## config.mk

```make
export PLATFORM = sky130hd
export DESIGN_NAME = mem_arbiter_flat
export DESIGN_NICKNAME = d
export VERILOG_FILES = /design/src/rtl/mem_arbiter_if.sv /design/src/rtl/mem_arbiter.sv /design/src/flat_wrapper.sv
export SDC_FILE = /design/constraint.sdc
export NUM_CORES = 1
export LEC_CHECK = 0
export BUFFER_PORTS_ARGS = -buffer_cell sky130_fd_sc_hd__clkbuf_2
export CELL_PAD_IN_SITES_DETAIL_PLACEMENT = 0
export CELL_PAD_IN_SITES_GLOBAL_PLACEMENT = 1
export CORE_UTILIZATION = 31
export DETAILED_ROUTE_END_ITERATION = 6
export HOLD_SLACK_MARGIN = 0.02
export PLACE_DENSITY = 0.92
export SLEW_MARGIN = 10
export SYNTH_ARGS = -nofsm -noshare
export SYNTH_HDL_FRONTEND = slang
export SYNTH_SLANG_ARGS = --single-unit
```

## constraint.sdc

```tcl
create_clock -name clk -period 3.2 [get_ports clk]
set_input_delay 0.32 -clock clk [delete_from_list [all_inputs] [get_ports clk]]
set_output_delay 0.32 -clock clk [all_outputs]
set_load 0.01 [all_outputs]
```

## src/rtl/mem_arbiter_if.sv

```systemverilog
// Bus bundle for mem_arbiter: loader, fetch port, data port and memory port.
// The slave modport is the arbiter's view; master is the surrounding system.
interface mem_arbiter_if #(
    parameter int AW = 8
);
    logic          ld_valid;
    logic [31:0]   ld_data;
    logic          ld_done;
    logic          ld_ready;
    logic          core_run;

    logic          if_req;
    logic [31:0]   if_addr;
    logic          if_gnt;
    logic          if_rvalid;
    logic [31:0]   if_rdata;

    logic          d_req;
    logic          d_we;
    logic [31:0]   d_addr;
    logic [31:0]   d_wdata;
    logic          d_gnt;
    logic          d_rvalid;
    logic [31:0]   d_rdata;

    logic          mem_en;
    logic          mem_we;
    logic [AW-1:0] mem_addr;
    logic [31:0]   mem_wdata;
    logic [31:0]   mem_rdata;

    logic          err_misalign;

    modport slave (
        input  ld_valid, ld_data, ld_done,
        output ld_ready, core_run,
        input  if_req, if_addr,
        output if_gnt, if_rvalid, if_rdata,
        input  d_req, d_we, d_addr, d_wdata,
        output d_gnt, d_rvalid, d_rdata,
        output mem_en, mem_we, mem_addr, mem_wdata,
        input  mem_rdata,
        output err_misalign
    );

    modport master (
        output ld_valid, ld_data, ld_done,
        input  ld_ready, core_run,
        output if_req, if_addr,
        input  if_gnt, if_rvalid, if_rdata,
        output d_req, d_we, d_addr, d_wdata,
        input  d_gnt, d_rvalid, d_rdata,
        input  mem_en, mem_we, mem_addr, mem_wdata,
        output mem_rdata,
        input  err_misalign
    );
endinterface

```

## src/rtl/mem_arbiter.sv

```systemverilog
// Single-port memory arbiter: boot loader fills memory in LOAD, then in RUN
// the core's fetch and data ports share the memory with data priority and a
// starvation guard that forces a fetch grant after two consecutive denials.
module mem_arbiter #(
    parameter int AW       = 8,
    parameter int LOAD_MAX = 255
) (
    input  logic          clk,
    input  logic          rst_n,
    mem_arbiter_if.slave  bus
);

    typedef enum logic {LOAD, RUN} state_t;

    localparam logic [AW-1:0] LOAD_LAST = AW'(LOAD_MAX);

    state_t        state, state_nx;
    logic [AW-1:0] ld_ptr, ld_ptr_nx;
    logic [1:0]    starve, starve_nx;
    logic          grant_i, grant_d;
    logic          pend_i, pend_d;
    logic          err_q;
    logic          misalign;
    logic [31:0]   if_rdata_q, d_rdata_q;

    // State, load pointer and starvation counter.
    always_ff @(posedge clk or negedge rst_n) begin
        if (!rst_n) begin
            state  <= LOAD;
            ld_ptr <= '0;
            starve <= '0;
        end else begin
            state  <= state_nx;
            ld_ptr <= ld_ptr_nx;
            starve <= starve_nx;
        end
    end

    // Next state, arbitration and memory request steering.
    always_comb begin
        state_nx      = state;
        ld_ptr_nx     = ld_ptr;
        starve_nx     = starve;
        grant_i       = 1'b0;
        grant_d       = 1'b0;
        bus.ld_ready  = 1'b0;
        bus.core_run  = 1'b0;
        bus.mem_en    = 1'b0;
        bus.mem_we    = 1'b0;
        bus.mem_addr  = '0;
        bus.mem_wdata = '0;
        case (state)
            LOAD: begin
                // Reset lands in LOAD, so gate with rst_n to keep the loader
                // stalled and the memory quiet while reset is held.
                bus.ld_ready = rst_n;
                if (rst_n && bus.ld_valid) begin
                    bus.mem_en    = 1'b1;
                    bus.mem_we    = 1'b1;
                    bus.mem_addr  = ld_ptr;
                    bus.mem_wdata = bus.ld_data;
                    ld_ptr_nx     = ld_ptr + 1'b1;
                    if (ld_ptr == LOAD_LAST) state_nx = RUN;
                end
                if (bus.ld_done) state_nx = RUN;
            end
            RUN: begin
                bus.core_run = 1'b1;
                grant_i = bus.if_req && (!bus.d_req || starve == 2'd2);
                grant_d = bus.d_req && !grant_i;
                starve_nx = (bus.if_req && !grant_i) ? starve + 2'd1 : 2'd0;
                if (grant_i) begin
                    bus.mem_en   = 1'b1;
                    bus.mem_addr = bus.if_addr[AW+1:2];
                end else if (grant_d) begin
                    bus.mem_en    = 1'b1;
                    bus.mem_we    = bus.d_we;
                    bus.mem_addr  = bus.d_addr[AW+1:2];
                    bus.mem_wdata = bus.d_wdata;
                end
            end
            default: state_nx = LOAD;
        endcase
    end

    assign misalign = (grant_i && bus.if_addr[1:0] != 2'b00) ||
                      (grant_d && bus.d_addr[1:0]  != 2'b00);

    // Read-return tracking, held read data and sticky misalignment flag.
    always_ff @(posedge clk or negedge rst_n) begin
        if (!rst_n) begin
            pend_i     <= 1'b0;
            pend_d     <= 1'b0;
            err_q      <= 1'b0;
            if_rdata_q <= '0;
            d_rdata_q  <= '0;
        end else begin
            pend_i <= grant_i;
            pend_d <= grant_d && !bus.d_we;
            if (misalign) err_q <= 1'b1;
            if (pend_i) if_rdata_q <= bus.mem_rdata;
            if (pend_d) d_rdata_q  <= bus.mem_rdata;
        end
    end

    assign bus.if_gnt       = grant_i;
    assign bus.d_gnt        = grant_d;
    assign bus.if_rvalid    = pend_i;
    assign bus.d_rvalid     = pend_d;
    assign bus.if_rdata     = pend_i ? bus.mem_rdata : if_rdata_q;
    assign bus.d_rdata      = pend_d ? bus.mem_rdata : d_rdata_q;
    assign bus.err_misalign = err_q;

    logic unused_addr_bits;
    assign unused_addr_bits = ^{bus.if_addr[31:AW+2], bus.d_addr[31:AW+2]};

endmodule

```

## src/flat_wrapper.sv

```systemverilog
// flat-port wrapper written by rule: the top's interface ports become plain ports
module mem_arbiter_flat 
#(
    parameter int AW       = 8,
    parameter int LOAD_MAX = 255
)
  (clk, rst_n, bus_ld_valid, bus_ld_data, bus_ld_done, bus_ld_ready, bus_core_run, bus_if_req, bus_if_addr, bus_if_gnt, bus_if_rvalid, bus_if_rdata, bus_d_req, bus_d_we, bus_d_addr, bus_d_wdata, bus_d_gnt, bus_d_rvalid, bus_d_rdata, bus_mem_en, bus_mem_we, bus_mem_addr, bus_mem_wdata, bus_mem_rdata, bus_err_misalign);
  mem_arbiter_if #(.AW(AW)) bus_i ();
  input  logic clk;
  input  logic rst_n;
  input wire logic [$bits(bus_i.ld_valid)-1:0] bus_ld_valid;
  input wire logic [$bits(bus_i.ld_data)-1:0] bus_ld_data;
  input wire logic [$bits(bus_i.ld_done)-1:0] bus_ld_done;
  output wire logic [$bits(bus_i.ld_ready)-1:0] bus_ld_ready;
  output wire logic [$bits(bus_i.core_run)-1:0] bus_core_run;
  input wire logic [$bits(bus_i.if_req)-1:0] bus_if_req;
  input wire logic [$bits(bus_i.if_addr)-1:0] bus_if_addr;
  output wire logic [$bits(bus_i.if_gnt)-1:0] bus_if_gnt;
  output wire logic [$bits(bus_i.if_rvalid)-1:0] bus_if_rvalid;
  output wire logic [$bits(bus_i.if_rdata)-1:0] bus_if_rdata;
  input wire logic [$bits(bus_i.d_req)-1:0] bus_d_req;
  input wire logic [$bits(bus_i.d_we)-1:0] bus_d_we;
  input wire logic [$bits(bus_i.d_addr)-1:0] bus_d_addr;
  input wire logic [$bits(bus_i.d_wdata)-1:0] bus_d_wdata;
  output wire logic [$bits(bus_i.d_gnt)-1:0] bus_d_gnt;
  output wire logic [$bits(bus_i.d_rvalid)-1:0] bus_d_rvalid;
  output wire logic [$bits(bus_i.d_rdata)-1:0] bus_d_rdata;
  output wire logic [$bits(bus_i.mem_en)-1:0] bus_mem_en;
  output wire logic [$bits(bus_i.mem_we)-1:0] bus_mem_we;
  output wire logic [$bits(bus_i.mem_addr)-1:0] bus_mem_addr;
  output wire logic [$bits(bus_i.mem_wdata)-1:0] bus_mem_wdata;
  input wire logic [$bits(bus_i.mem_rdata)-1:0] bus_mem_rdata;
  output wire logic [$bits(bus_i.err_misalign)-1:0] bus_err_misalign;
  assign bus_i.ld_valid = bus_ld_valid;
  assign bus_i.ld_data = bus_ld_data;
  assign bus_i.ld_done = bus_ld_done;
  assign bus_ld_ready = bus_i.ld_ready;
  assign bus_core_run = bus_i.core_run;
  assign bus_i.if_req = bus_if_req;
  assign bus_i.if_addr = bus_if_addr;
  assign bus_if_gnt = bus_i.if_gnt;
  assign bus_if_rvalid = bus_i.if_rvalid;
  assign bus_if_rdata = bus_i.if_rdata;
  assign bus_i.d_req = bus_d_req;
  assign bus_i.d_we = bus_d_we;
  assign bus_i.d_addr = bus_d_addr;
  assign bus_i.d_wdata = bus_d_wdata;
  assign bus_d_gnt = bus_i.d_gnt;
  assign bus_d_rvalid = bus_i.d_rvalid;
  assign bus_d_rdata = bus_i.d_rdata;
  assign bus_mem_en = bus_i.mem_en;
  assign bus_mem_we = bus_i.mem_we;
  assign bus_mem_addr = bus_i.mem_addr;
  assign bus_mem_wdata = bus_i.mem_wdata;
  assign bus_i.mem_rdata = bus_mem_rdata;
  assign bus_err_misalign = bus_i.err_misalign;
  mem_arbiter #(.AW(AW), .LOAD_MAX(LOAD_MAX)) u_core (.clk(clk), .rst_n(rst_n), .bus(bus_i));
endmodule
```

==> results of run 1 <==
## placed cells by master, fill, tap and decap left out, types with 3 or more instances in the layout
| master | instances |
|---|---|
| a221o_1 | 9 |
| a22o_1 | 32 |
| and2_0 | 8 |
| buf_4 | 5 |
| clkbuf_16 | 9 |
| clkbuf_2 | 234 |
| dfrtp_1 | 78 |
| mux2_1 | 5 |
| mux2_2 | 60 |
| nand2_1 | 8 |
| nor2b_1 | 3 |
| o21ai_0 | 4 |
| xor2_1 | 5 |
## layout make-up
type	instances	area, um2	share of cell area [%]
clock inverters	6	67.6	1.32
well taps	140	175	3.42
repair buffers	241	1240	24.2
inverters	2	7.51	0.147
flip-flops and latches	78	1950	38.1
multi-input cells	156	1440	28.1
clock buffers	10	239	4.67
## timing repair
action	4_1_cts	5_1_grt
resized for setup	0	0
hold buffers	1	0
hold endpoints to repair	20	0
## stage by stage
stage | utilization [%] | hold WS (ns) | worst slack [ns] | total power [mW] | cell area (um2)
floorplan | - | 0.0244 | 1.61 | 1.49 | 3510
global placement | 43.9 | 0.235 | 0.974 | 1.78 | 4800
detailed placement | 43.9 | 0.241 | 0.883 | 1.81 | 4800
CTS | 46.8 | 0.170 | 0.525 | 2.87 | 5120
global route | 46.8 | 0.179 | 0.357 | 2.96 | 5120
finish | 46.8 | 0.187 | 0.552 | 2.81 | 5120
## report_power, final
| group | switching, mW | internal (mW) | leakage, nW |
|---|---|---|---|
| clock network | 0.403 | 0.629 | 0.145 |
| logic | 0.312 | 0.306 | 1.58 |
| registers | 0.0412 | 1.12 | 0.931 |
## cells in the mapped netlist (all sizes together) (3+ instances only)
library cell and count:
and2 8, a22o 32, mux2 65, a221o 9
nand2 8, o21ai 4, xor2 5, nor2b 3
nor2 3, dfrtp 78, buf 16
## state kept, by name, indices dropped and copies added (netlist names)
signal                   cells
u_core.starve                2
u_core.bus.err_misalign      1
u_core.bus.d_rvalid          1
u_core.state                 1
u_core.bus.if_rvalid         1
u_core.d_rdata_q            32
u_core.if_rdata_q           32
u_core.ld_ptr                8
## worst reg2reg max path: cells and delay by family, from the launching register on
family | cells | cell delay, ns
compound gates | 2 | 0.98
flops | 1 | 0.56
simple gates | 1 | 0.15
## final timing paths
kind | to | start | slack (ns) | cells after the start
max in group asynchronous | u_core.if_rdata_q[28] | rst_n | 1.71 | 3
max reg2reg | u_core.bus.err_misalign | u_core.state | 1.45 | 3
max | bus_mem_wdata[21] | u_core.state | 0.55 | 5
min in group asynchronous | u_core.bus.if_rvalid | rst_n | 0.46 | 2
min | u_core.state | bus_ld_done | 0.19 | 3
min reg2reg | u_core.d_rdata_q[9] | u_core.d_rdata_q[9] | 0.49 | 1
## kinds of logic after synthesis
family	Yosys count	synth area share, %
simple gates	34	5.63
xor+xnor	7	1.75
buf+inv	20	3.60
fa+ha+maj	2	0.713
compound gates	48	11.8
mux	65	20.9
flops	78	55.6
## routing by layer
metal / vias up / GRT usage, % / part of all wire (%)
li1: 1409 / - / -
met1: 1494 / 20.5 / 44
met2: 110 / 25.2 / 51
met3: 4 / 4.28 / 5.3
met4: 0 / 3.67 / 0.32
met5: - / 0 / 0
==> flow_summary.ini, run 1 <==
[status]
status = complete, no violations

[min_path]
worstHoldPathType = in2reg

[synth]
yosysTopAreaCellShare_pct = 55.6
synth_warnings = 0
synth_area_per_cell_um2 = 13.8
synth_ff_type = dfrtp_1
synth_seq_cells = 78
netlist_area_um2 = 3510
synth_cell_types = 29
synth_async_sr_flop_share_pct = 100
synth_edf_count = 0
synthTopCellsByArea = dfrtp_1 (56%), mux2_2 (19%), a22o_1 (8.0%), a221o_1 (2.6%), buf_6 (1.6%)
netlist_instances = 254
synth_seq_area_share_pct = 55.6
synth_nets = 423
synth_top_area_cell = dfrtp_1

[timing]
post-route-period-util_pct = 82.7
fin_crit_ns = 2.65
setup_viol = 0
maxSlewHeadroom_pct = 40.8
rsz0062_at_grt = no
max_freq_ghz = 0.378
finalMaxSlewViolations = 0
worst_slew_pin_slew_ns = 0.886
finalHoldViolCount = 0
worst_clock_skew_ns = 0.00533
fin_setup_tns_ns = 0

[critical_path]
worstSetupStartpointType = register
crit_buf_inv = 2
cp_slowest_cell = a21oi_4
required_ns = 2.88
worstPathCellList = nand2_1 > a21oi_4 > buf_4 > a22o_1 > clkbuf_2
path_delay_family = compound AO/OA/AOI/OAI gates
end_kind = output port
crit_type = reg2out
cp_max_fo = 37
max_stage_delay_ns = 0.69
arrival_ns = 2.33

[place]
dp.cells = 616
place_congestion = 0.786
portBuffers = 235
hpwl_um = 7300

[cells_and_area]
n_antenna_cell = 0
drive_above_1_share_pct = 64.9
fillers = 1024
area_growth_pct = 45.8
instances_no_fill = 633
finalNetCount = 657

[cts]
cts-buffers-inserted = 9
clk_pin_slew_worst_paths_ns = 0.06
cts_sinks = 78
htreeDepth = 3
ctsLongestPathBuffers = 2
clock_latency_ns = 0.32
cts-root-buf = clkbuf_16
cts_setup_buffers = 0
cts_tree = yes

[grt]
grt_usage_pct = 15.5
grt_antenna_before_repair = 0
grt_pass1_vias = 2803
gr-total-overflow = 0
grt_pass1_wl_um = 14100
grt_max_degree = 60

[route]
drc = 0
postRouteWirelength_um = 9520
drt_first_pass_iters = 4
dr_total_vias = 3017
drt_iter0_markers = 128
vias_per_cell = 4.77
antenna_left = 0
wire_per_inst_um = 15.0

[floorplan]
die_w_um = 108
fp-row-count = 38
initial_core_util_pct = 32.1
dieArea_um2 = 11800
io_pins = 280
core_um2 = 10900
dieHeight_um = 108

[job]
drv_cap = 0

[power]
p_leak_nw = 2.66
p_per_area_nw_per_um2 = 550
ir_drop_uv = 257
Note: power is estimated with default switching activity, not from simulation.
==> inputs of run 2 (changes only) <==
--- a/config.mk
+++ b/config.mk
@@ -8,10 +8,10 @@
 export BUFFER_PORTS_ARGS = -buffer_cell sky130_fd_sc_hd__clkbuf_2
 export CELL_PAD_IN_SITES_DETAIL_PLACEMENT = 0
 export CELL_PAD_IN_SITES_GLOBAL_PLACEMENT = 1
-export CORE_UTILIZATION = 31
+export CORE_UTILIZATION = 28
 export DETAILED_ROUTE_END_ITERATION = 6
 export HOLD_SLACK_MARGIN = 0.02
-export PLACE_DENSITY = 0.92
+export PLACE_DENSITY = 0.84
 export SLEW_MARGIN = 10
 export SYNTH_ARGS = -nofsm -noshare
 export SYNTH_HDL_FRONTEND = slang
==> constraint.sdc (replaced) <==
create_clock -name clk -period 2.5 [get_ports clk]
set_input_delay 0.25 -clock clk [delete_from_list [all_inputs] [get_ports clk]]
set_output_delay 0.25 -clock clk [all_outputs]
set_load 0.01 [all_outputs]
==> flow_summary.ini, run 2 (synthesized netlist as in run 1, its figures left out) <==
[power]
swShare_pct = 25.9
ir_drop_uv = 334
seqPwrFrac_pct = 40.3
p_per_area_nw_per_um2 = 711
power.switching_uw = 953
p_leak_nw = 2.67
p_int_mw = 2.73
clkPwrFrac_pct = 38.1
p_total_mw = 3.68
combPwrFrac_pct = 21.6

[timing]
fin_setup_tns_ns = 0
finalHoldViolCount = 0
max_freq_ghz = 0.443
rsz0062_at_grt = no
finalMaxSlewViolations = 0
worst_slew_pin_slew_ns = 0.712
maxSlewHeadroom_pct = 52.6
fin_crit_ns = 2.26
setup_viol = 0
post-route-period-util_pct = 90.3
worst_clock_skew_ns = 0.00477

[floorplan]
io_pins = 280
dieHeight_um = 114
die_w_um = 114
fp-row-count = 40
dieArea_um2 = 13000
initial_core_util_pct = 29.0
core_um2 = 12100

[critical_path]
required_ns = 2.25
arrival_ns = 2.01
cp_slowest_cell = dfrtp_1
end_kind = output port
r2r-start = u_core.state
worstPathCellList = nand2_1 > a21oi_4 > buf_4 > a22o_1 > clkbuf_2
crit_start = u_core.state
max_stage_delay_ns = 0.57
worstSetupStartpointType = register
crit_type = reg2out
cp_max_fo = 44

[status]
status = complete, no violations

[cts]
cts-buffers-inserted = 9
cts_tree = yes
htreeDepth = 3
hold_buffers = 1
post_cts_resized = 0
cts_setup_buffers = 0
clk_pin_slew_worst_paths_ns = 0.06
ctsLongestPathBuffers = 2
clock_latency_ns = 0.33
cts-root-buf = clkbuf_16
cts_sinks = 78

[route]
wire_per_inst_um = 14.7
drt_first_pass_iters = 4
postRouteWirelength_um = 9710
vias_per_cell = 4.54
drt_iter0_markers = 93
drc = 0
antenna_left = 0
dr_total_vias = 3003

[place]
place_congestion = 0.804
hpwl_um = 7680
portBuffers = 235

[cells_and_area]
n_antenna_cell = 0
largestRegisters = u_core.d_rdata_q x32, u_core.if_rdata_q x32, u_core.ld_ptr x8
fillers = 1187
finalNetCount = 658
drive_above_1_share_pct = 64.8
final_common_cell = clkbuf_2
area_growth_pct = 47.6
mostFrequentLayoutCells = clkbuf_2 (234), dfrtp_1 (78), mux2_2 (60), a22o_1 (32)
final_core_util_pct = 42.8

[grt]
grt_max_degree = 57
grt_antenna_before_repair = 0
grt_usage_pct = 15.1
grt_pass1_wl_um = 15100
grt_pass1_vias = 3027
gr-total-overflow = 0

[min_path]
holdCritStartpoint = bus_d_we
worstHoldPathType = in2reg

[job]
drv_cap = 0
[run 2: changes by cell type in the layout (fill, tap and decap cells not counted)]
cell        delta
buf_4          +1
bufinv_16      +1
clkbuf_1       +1
clkinvlp_4     -1
inv_6          -1
[run 2: power groups by stage]
| stage | clock (mW) | sequential [mW] | combinational [mW] |
|---|---|---|---|
| floorplan | 0 | 1.49 | 0.419 |
| global placement | 0 | 1.49 | 0.791 |
| detailed placement | 0 | 1.51 | 0.812 |
| CTS | 1.45 | 1.49 | 0.815 |
| global route | 1.50 | 1.50 | 0.869 |
| finish | 1.40 | 1.48 | 0.797 |
[run 2: critical path: cells and delay by family (launching register included)]
kind,cells,cell delay [ns]
compound gates,2,0.37
buf+inv,2,0.54
flops,1,0.57
simple gates,1,0.17
[run 2: cell type report]
| type | count | area (um2) | area share (%) |
|---|---|---|---|
| clock buffers | 11 | 243 | 4.69 |
| repair buffers | 242 | 1250 | 24.1 |
| inverters | 2 | 7.51 | 0.145 |
| flip-flops and latches | 78 | 1950 | 37.7 |
| clock inverters | 5 | 81.3 | 1.57 |
| well taps | 168 | 210 | 4.06 |
| multi-input cells | 156 | 1440 | 27.8 |
[run 2: path summary, 6_finish.rpt]
kind | to | slack, ns | cells past startpoint
max | bus_mem_wdata[22] | 0.24 | 5
min | u_core.bus.d_rvalid | 0.1 | 2
max reg2reg | u_core.ld_ptr[1] | 0.79 | 3
min reg2reg | u_core.bus.err_misalign | 0.48 | 1
max in group asynchronous | u_core.if_rdata_q[17] | 0.99 | 4
min in group asynchronous | u_core.starve[0] | 0.50 | 3
[run 2: metrics by stage]
stage | setup WS (ns) | instances | instance area (um2) | hold WS, ns
2_1_floorplan | 0.977 | 254 | 3510 | -0.0456
3_3_place_gp | 0.627 | 645 | 4840 | 0.312
3_5_place_dp | 0.563 | 645 | 4840 | 0.322
4_1_cts | 0.185 | 662 | 5180 | 0.0775
5_1_grt | 0.0532 | 662 | 5180 | 0.0837
6_report | 0.243 | 662 | 5180 | 0.0955
[run 2: metal layers]
metal	vias to the layer above	share of wire [%]	GRT usage [%]
li1	1410	-	-
met1	1447	42	18.1
met2	136	51	26.2
met3	10	5.6	3.29
met4	0	1.4	6.06
met5	-	0	0
==> inputs of run 3 (changes only) <==
--- a/config.mk
+++ b/config.mk
@@ -8,6 +8,7 @@
 export BUFFER_PORTS_ARGS = -buffer_cell sky130_fd_sc_hd__clkbuf_2
 export CELL_PAD_IN_SITES_DETAIL_PLACEMENT = 0
 export CELL_PAD_IN_SITES_GLOBAL_PLACEMENT = 1
+export CORE_MARGIN = 2
 export CORE_UTILIZATION = 28
 export DETAILED_ROUTE_END_ITERATION = 6
 export HOLD_SLACK_MARGIN = 0.02
@@ -16,3 +17,4 @@
 export SYNTH_ARGS = -nofsm -noshare
 export SYNTH_HDL_FRONTEND = slang
 export SYNTH_SLANG_ARGS = --single-unit
+export TNS_END_PERCENT = 1
==> flow_summary.ini, run 3 (synthesized netlist as in run 1, its figures left out) <==
[cells_and_area]
final_core_util_pct = 42.4
n_antenna_cell = 0
mostFrequentLayoutCells = clkbuf_2 (234), dfrtp_1 (78), mux2_2 (60), a22o_1 (32)
instances_no_fill = 660
drive_above_1_share_pct = 64.8
finalNetCount = 658
area_growth_pct = 46.2
largestRegisters = u_core.d_rdata_q x32, u_core.if_rdata_q x32, u_core.ld_ptr x8
final_common_cell = clkbuf_2

[floorplan]
dieArea_um2 = 13400
core_um2 = 12100
fp-row-count = 40
io_pins = 280
die_w_um = 116
initial_core_util_pct = 29.0
dieHeight_um = 116

[power]
p_int_mw = 2.58
p_per_area_nw_per_um2 = 685
swShare_pct = 26.5
ir_drop_uv = 402
power.switching_uw = 933
clkPwrFrac_pct = 35.2
p_leak_nw = 2.66
combPwrFrac_pct = 22.6
seqPwrFrac_pct = 42.2

[grt]
gr-total-overflow = 0
grt_usage_pct = 13.7
grt_pass1_wl_um = 14200
grt_antenna_before_repair = 0
grt_max_degree = 49
grt_pass1_vias = 2857

[status]
status = complete, no violations

[place]
place_congestion = 0.757
portBuffers = 235
dp.cells = 645
hpwl_um = 7490

[critical_path]
max_stage_delay_ns = 0.58
worstPathCellList = and3b_1 > buf_12 > a22o_1 > clkbuf_2
crit_type = reg2out
worstSetupStartpointType = register
arrival_ns = 2.06
cp_max_fo = 33
required_ns = 2.25
cp_slowest_cell = and3b_1
r2r-start = u_core.state
end_kind = output port
crit_start = u_core.state

[timing]
fin_setup_tns_ns = 0
finalMaxSlewViolations = 0
fin_crit_ns = 2.31
worst_slew_pin_slew_ns = 0.589
rsz0062_at_grt = no
post-route-period-util_pct = 92.4
finalHoldViolCount = 0
worst_clock_skew_ns = 0.00366
maxSlewHeadroom_pct = 60.7
setup_viol = 0
max_freq_ghz = 0.433

[route]
vias_per_cell = 4.53
dr_total_vias = 2992
antenna_left = 0
drc = 0
postRouteWirelength_um = 9670
drt_iter0_markers = 178
wire_per_inst_um = 14.6
drt_first_pass_iters = 4

[cts]
cts_setup_buffers = 0
clk_pin_slew_worst_paths_ns = 0.05
cts-buffers-inserted = 9
htreeDepth = 3
ctsLongestPathBuffers = 2
cts_tree = yes
clock_latency_ns = 0.34
post_cts_resized = 0
cts_sinks = 78
cts-root-buf = clkbuf_16

[min_path]
holdCritStartpoint = bus_d_we
worstHoldPathType = in2reg

[job]
drv_cap = 0
-- run 3: changes by cell type in the layout (fill, tap and decap cells not counted) --
cell,delta
bufinv_16,-1
clkbuf_1,-1
clkbuf_8,-1
clkinv_2,+2
inv_6,-1
-- run 3: critical path: cells and delay by family (launching register included) --
kind / cells / cell delay [ns]
AOI/OAI and AO/OA: 1 / 0.21
buffers and inverters: 2 / 0.40
DFF: 1 / 0.52
and+or+nand+nor: 1 / 0.58
-- run 3: final timing paths --
path | to | slack, ns | cells after the start
worst max-delay path | bus_mem_wdata[27] | 0.19 | 4
worst min-delay path | u_core.bus.d_rvalid | 0.11 | 2
worst max register to register | u_core.bus.d_rvalid | 0.90 | 4
worst min register to register | u_core.d_rdata_q[9] | 0.48 | 1
max in group asynchronous | u_core.d_rdata_q[21] | 1.05 | 4
min in group asynchronous | u_core.starve[1] | 0.49 | 3
-- run 3: layout make-up --
cell class | instances | area (um2)
well taps | 168 | 210
clock inverters | 5 | 52.6
inverters | 2 | 7.51
fillers | 1209 | 6980
clock buffers | 9 | 225
multi-input cells | 156 | 1440
repair buffers | 242 | 1250
flip-flops and latches | 78 | 1950
-- run 3: repair_timing --
| action | in CTS | in global routing |
|---|---|---|
| hold buffers | 1 | 0 |
| setup endpoints to repair | 0 | 0 |
| hold endpoints to repair | 30 | 0 |
-- run 3: through the flow --
stage	worst slack (ns)	power (mW)	instance area, um2	hold WS [ns]
final	0.190	3.51	5130	0.108
after detailed placement	0.573	2.31	4840	0.327
after floorplan	0.977	1.91	3510	-0.0456
after global placement	0.600	2.28	4840	0.324
after CTS	0.203	3.57	5130	0.0934
after global routing	0.0606	3.71	5130	0.106
-- run 3: metal layers --
| metal | global-route usage [%] | up-vias | routed length [um] |
|---|---|---|---|
| met4 | 3.10 | 0 | 78 |
| met2 | 20.7 | 99 | 4760 |
| met3 | 5.44 | 9 | 592 |
| met1 | 18.5 | 1486 | 4240 |
| met5 | 0 | - | 0 |
| li1 | - | 1398 | - |
-- run 3: power by group through the flow --
stage	Sequential [mW]	Combinational [mW]	Clock [mW]
4_1_cts	1.49	0.809	1.28
5_1_grt	1.50	0.866	1.34
6_report	1.48	0.793	1.24
2_1_floorplan	1.49	0.419	0
3_3_place_gp	1.50	0.788	0
3_5_place_dp	1.51	0.804	0
